`src/rtl/strobe_gen.sv`:
```
// Phase-accumulator strobe generator with a handshake-loaded increment and a modulo strobe counter.
// Optional build macro PHASE_SYNC_EN adds a synchronous phase-clear input sync_clr.
module strobe_gen #(
  parameter int               ACC_W   = 16,
  parameter logic [ACC_W-1:0] DEF_INC = 16'h4000,
  parameter int               CNT_W   = 10,
  parameter int               CNT_MAX = 799
) (
  input  logic             clk,
  input  logic             rst_n,
  input  logic             en,
  input  logic [ACC_W-1:0] inc_in,
  input  logic             inc_valid,
  output logic             inc_ready,
`ifdef PHASE_SYNC_EN
  input  logic             sync_clr,
`endif
  output logic             stb,
  output logic [CNT_W-1:0] cnt,
  output logic             wrap
);

  typedef enum logic {RUN, PEND} state_t;

  state_t           state, state_nxt;
  logic [ACC_W-1:0] acc, inc_cur, pend;
  logic [ACC_W:0]   sum;
  logic             carry, xfer, swap, pend_vld, at_max, clr;

`ifdef PHASE_SYNC_EN
  assign clr = sync_clr;
`else
  assign clr = 1'b0;
`endif

  assign pend_vld  = (state == PEND);
  assign inc_ready = !pend_vld;
  assign xfer      = inc_valid && inc_ready;
  assign sum       = {1'b0, acc} + {1'b0, inc_cur};
  assign carry     = sum[ACC_W];
  assign at_max    = (cnt == CNT_W'(CNT_MAX));

  // NOTE: every always_comb output gets a default first so no path leaves it unassigned (no latch).
  always_comb begin
    state_nxt = state;
    swap      = 1'b0;
    case (state)
      RUN:  if (xfer) state_nxt = PEND;
      // The swap waits for a strobe boundary so the running pattern never glitches;
      // while frozen there is no boundary to wait for.
      PEND: if (!clr && (!en || carry)) begin
        swap      = 1'b1;
        state_nxt = RUN;
      end
      default: state_nxt = RUN;
    endcase
  end

  // NOTE: sequential state uses non-blocking assignments so all registers update from pre-edge values.
  always_ff @(posedge clk or negedge rst_n) begin
    if (!rst_n) state <= RUN;
    else        state <= state_nxt;
  end

  always_ff @(posedge clk or negedge rst_n) begin
    if (!rst_n) begin
      acc     <= '0;
      inc_cur <= DEF_INC;
      pend    <= '0;
      stb     <= 1'b0;
      cnt     <= '0;
      wrap    <= 1'b0;
    end else begin
      if (xfer) pend <= inc_in;
      // The carry edge still adds the old increment; the new one applies from the next edge.
      if (swap) inc_cur <= pend;
      if (clr) begin
        acc  <= '0;
        cnt  <= '0;
        stb  <= 1'b0;
        wrap <= 1'b0;
      end else if (en) begin
        acc  <= sum[ACC_W-1:0];
        stb  <= carry;
        wrap <= carry && at_max;
        if (carry) cnt <= at_max ? '0 : cnt + CNT_W'(1);
      end else begin
        stb  <= 1'b0;
        wrap <= 1'b0;
      end
    end
  end

endmodule
```
`config.mk`:
```
export PLATFORM = sky130hd
export DESIGN_NAME = strobe_gen
export DESIGN_NICKNAME = d
export VERILOG_FILES = /design/src/rtl/strobe_gen.sv
export SDC_FILE = /design/constraint.sdc
export NUM_CORES = 1
export LEC_CHECK = 0
export CAP_MARGIN = 20
export CORE_AREA = 3 3 125 67
export DETAILED_ROUTE_END_ITERATION = 8
export DIE_AREA = 0 0 128 70
export DONT_BUFFER_PORTS = 1
export PLACE_DENSITY_LB_ADDON = 0.2
export SLEW_MARGIN = 10
export SYNTH_ARGS = -nofsm -noshare
export SYNTH_HDL_FRONTEND = slang
export SYNTH_SLANG_ARGS = --single-unit
export TNS_END_PERCENT = 1
```
`constraint.sdc`:
```
create_clock -name clk -period 3.1 [get_ports clk]
set_input_delay 0.62 -clock clk [delete_from_list [all_inputs] [get_ports clk]]
set_output_delay 0.62 -clock clk [all_outputs]
set_load 0.01 [all_outputs]
```
Word level (Yosys, flattened, before mapping):

Cells that the tools add are included.

* register bits after elaboration: 61
* input bits: 20
* output and inout bits: 13

* $add $sub $neg: 2
* equality and inequality tests: 1
* muxes and demuxes: 8
* bitwise logic cells: 1
* reductions and logical operators: 6

Operator list (count)
* adder 16 x 16 -> 17 bit: 1
* adder 10 x 1 -> 10 bit, second input constant: 1
* == test 10 bit, second input constant: 1
* two-way mux 10 bit: 1
* two-way mux 1 bit: 6
* logical AND 1 bit: 2
* logical NOT 1 bit: 2
* case mux 1 bit (2 select lines): 1
* AND reduction 2 bit: 1
* logical OR 1 bit: 1
* NOT 1 bit: 1

Depth between registers and ports, before layout:

* word-level depth: 4
* depth in mapped cells: 9

Least setup slack after synthesis:

No wires, ideal clock.

* path kind: register -> register
* start point: reg acc[0]
* end point: reg inc_cur[10]
* setup time: 125 ps
* data arrival time: 2721 ps
* required time: 2975 ps
* path slack: 255 ps
* stages on the path, launching flop included: 10
* buffers on the path: 1
* cells stage by stage: dfrtp_1 -> ha_1 -> fa_1 -> a211o_1 -> a2111oi_4 -> o31a_4 -> o21ai_2 -> o21ai_4 -> buf_4 -> mux2_2

* word-level cells in the longest chain between the ends: 4

RTL lines
* start, declared: RTL line 26 `logic [ACC_W-1:0] acc, inc_cur, pend;`
* start signal, assigned: RTL line 83 `acc <= sum[ACC_W-1:0];`
* adder 16 x 16 -> 17 bit: RTL line 39 `assign sum = {1'b0, acc} + {1'b0, inc_cur};`
* logical OR 1 bit: RTL line 51 `PEND: if (!clr && (!en || carry)) begin`
* two-way mux 1 bit: RTL line 51
* two-way mux 1 bit: RTL line 47 `case (state)`
* end signal, assigned: RTL line 76 `if (swap) inc_cur <= pend;`
* end, declared: RTL line 26

Every way passes these cells.
A chain may end at the register's enable or synchronous reset.

Worst setup path in the final report:

* start point: reg acc[0]
* end point: reg inc_cur[7]

The elaborated chain is that of the path after synthesis.

==> run_results.csv <==
group,metric,value,unit
status,status,"finished clean",
placement,io_buffers,0,
logic_synthesis,synth_fa_ha_area_frac,0.0707,
route,antenna_left,0,
logic_synthesis,synth_area_leader_cell,"dfrtp_1",
route,post_drt_wl_per_cell,17.0,um
global_routing,met2_usage,0.232,
route,drt_wl_total,6.47,mm
logic_synthesis,synth-seq-area-share,0.464,
setup_path,endpoint_kind,"flop",
die,row_count,22,
setup_path,reg2reg_slack,150,ps
flow_run,drv_cap,0,
die,pin_count,33,
logic_synthesis,synth_mux_area_frac,0.158,
logic_synthesis,synth_area_per_cell,11.9,um2
timing,slew_headroom,0.638,
setup_path,critPathMaxFanout,12,
cells_and_area,drive_gt1_frac,0.268,
setup_path,crit_start,"acc[0]",
global_routing,grt_start_max_net_pins,61,
logic_synthesis,syn_nets,315,
timing,slew_viol_final,0,
global_routing,gr-usage-met3,0.0672,
cells_and_area,syn2layout_area_growth,13.0,%
clock_network,clock-sinks,61,
logic_synthesis,synth_cell_types,56,
timing,fin_crit_sh,0.953,
clock_network,cts_buffers,9,
global_routing,grt_overflow,0,
timing,tightest_slew,542,ps
timing,setup_viol,0,
global_routing,antenna_found_initial,0,
route,drt_iter0_drc,78,
global_routing,busiest_layer,"met2",
logic_synthesis,synth_top_area_share,0.456,
logic_synthesis,synth_edf_count,0,
logic_synthesis,synth-seq-cells,61,
timing,max_freq,339,MHz
clock_network,cts_root_buf,"clkbuf_16",
clock_network,cts_tree,"done",
logic_synthesis,yosys.area_share.simple,0.0992,
pwr,p_per_area,1380,nW/um2
pwr,leakage,1.58,nW
setup_path,arrival,3160,ps
cells_and_area,fin_nets,319,
setup_path,rr_worst_depth,9,
logic_synthesis,yosysWarnings,0,
die,die_width,128,um
clock_network,cts.clk_slew.worst_paths,50,ps
global_routing,grt_pass1_vias,2226,
clock_network,clk_latency,330,ps
setup_path,required,3300,ps
timing,tns,0,ps
setup_path,rr_startpoint,"acc[0]",
pwr,finalPower,5.14,mW
timing,rsz0062_at_grt,"no",
pwr,peakVddDrop,0.467,mV
die,start_util,0.453,
die,fp.dieH,70,um
global_routing,grt_first_pass_wirelength,11.0,mm
timing,clock_skew,6.55,ps
die,dieArea,8960,um2
logic_synthesis,syn_area,3290,um2
route,drc,0,
logic_synthesis,synth_compound_area_frac,0.148,
clock_network,htreeDepth,3,
setup_path,endpoint,"inc_cur[7]",
logic_synthesis,synth_top_family_by_area,"multiplexers",
clock_network,postCtsSetupBuffers,0,
logic_synthesis,async_flop_share,1.00,
placement,post-place-cells,365,
global_routing,grt_util_met1,0.205,
logic_synthesis,synth_ff_type,"dfrtp_1",
logic_synthesis,synth_cells,277,
global_routing,groute.usage.overall,0.157,
route,dr.pass1.iters,4,
setup_path,critPathKind,"reg -> reg",
setup_path,start_kind,"flop",
timing,hold_violations,0,
route,via_count,2164,
timing,min_period,2950,ps
clock_network,max-clock-path-buffers,2,
cells_and_area,final_cells,380,
die,fp.coreArea,7270,um2
placement,dp.final_hpwl,4.34,mm
logic_synthesis,yosys-top-cells-area,"dfrtp_1 46%, mux2_2 15%, ha_1 6.5%",
setup_path,reg2reg_to,"inc_cur[7]",
route,via_per_inst,5.69,
logic_synthesis,synthXorXnorAreaFrac,0.0346,
placement,gp_congestion,0.831,
cells_and_area,antenna_cells,0,
min_path,hold_class,"in -> async",
-- where the power goes --
part	total (mW)	switching, mW	internal, mW	leakage [nW]
Combinational	2.69	1.36	1.33	0.699
Sequential	1.45	0.267	1.18	0.731
Clock	1.00	0.325	0.678	0.148
-- through the flow --
step	hold WS (ps)	cell area (um2)	setup WS [ps]	utilization
final	138	3720	146	0.512
after global routing	120	3720	24.5	0.512
after CTS	124	3720	153	0.512
after detailed placement	326	3390	185	0.467
after global placement	326	3390	266	0.467
after floorplan	324	3290	255	-
-- area by class of cell --
class	count	area (um2)
inverters	6	22.5
clock inverters	1	30.0
flip-flops and latches	61	1530
well taps	96	120
repair buffers	4	62.6
fillers	650	3550
multi-input cells	199	1690
clock buffers	13	270
-- state kept, by name, indices dropped and copies added, names as in the netlist --
| register | cells |
|---|---|
| acc | 16 |
| cnt | 10 |
| inc_cur | 16 |
| pend | 16 |
| pend_vld | 1 |
| stb | 1 |
| wrap | 1 |
-- worst min path at each step --
| stage | from | endpoint | slack [ps] | cells after the start |
|---|---|---|---|---|
| after floorplan | rst_n | acc[0] | 320 | 0 |
| after global placement | rst_n | pend[11] | 330 | 0 |
| after detailed placement | rst_n | pend[11] | 330 | 0 |
| after CTS | rst_n | inc_cur[14] | 120 | 0 |
| after global routing | rst_n | inc_cur[14] | 120 | 0 |
| final | rst_n | inc_cur[14] | 140 | 0 |
-- synthesized netlist by cell type, drive strengths merged (5+ instances only) --
cell type / instances
a211oi: 5
a21oi: 14
buf: 7
dfrtp: 60
ha: 17
inv: 5
mux2: 46
nand2: 13
nand4: 6
nor2: 14
nor2b: 5
o21a: 7
o21ai: 9
o31ai: 6
xnor2: 9
-- per-layer routing --
metal	vias up	routed length (um)
met5	-	0
met4	0	77
met3	8	407
met2	46	2840
met1	1070	3140
li1	1040	-
-- kinds of logic after synthesis --
family / Yosys count
AO/OA/AOI/OAI: 63
flip-flops: 61
AND/OR/NAND/NOR: 59
multiplexers: 46
adder cells (fa/ha/maj): 18
buffers and inverters: 17
XOR/XNOR: 13
-- placed cells by master (no fill, tap or decap), drive strengths merged, types with 4 or more instances in the layout --
cell / netlist / routed
o21ai: 9 / 9
nand2: 13 / 13
inv: 5 / 5
nor2b: 5 / 5
a21oi: 14 / 14
o21a: 7 / 7
nor2: 14 / 14
ha: 17 / 17
a211o: 4 / 4
xnor2: 9 / 9
xor2: 4 / 4
nand3: 4 / 4
a211oi: 5 / 5
nand4: 6 / 6
o31ai: 6 / 6
buf: 7 / 4
mux2: 46 / 46
clkbuf: 4 / 13
dfrtp: 60 / 60
nor3: 4 / 4
a21o: 4 / 4
-- timing repair --
| action | 4_1_cts | 5_1_grt |
|---|---|---|
| hold buffers | 1 | 0 |
| gates resized for setup | 0 | 0 |
| endpoints found under the hold margin | 60 | 0 |
-- critical path, cell delays in order, from the launching register on --
cell and delay, ps:
dfrtp_1 370, ha_1 240, fa_1 440, a211o_1 340, a2111oi_4 400, o31a_4 230
o21ai_2 100, o21ai_4 190, buf_12 160, mux2_2 340
Note: power is estimated with default switching activity, not from simulation.
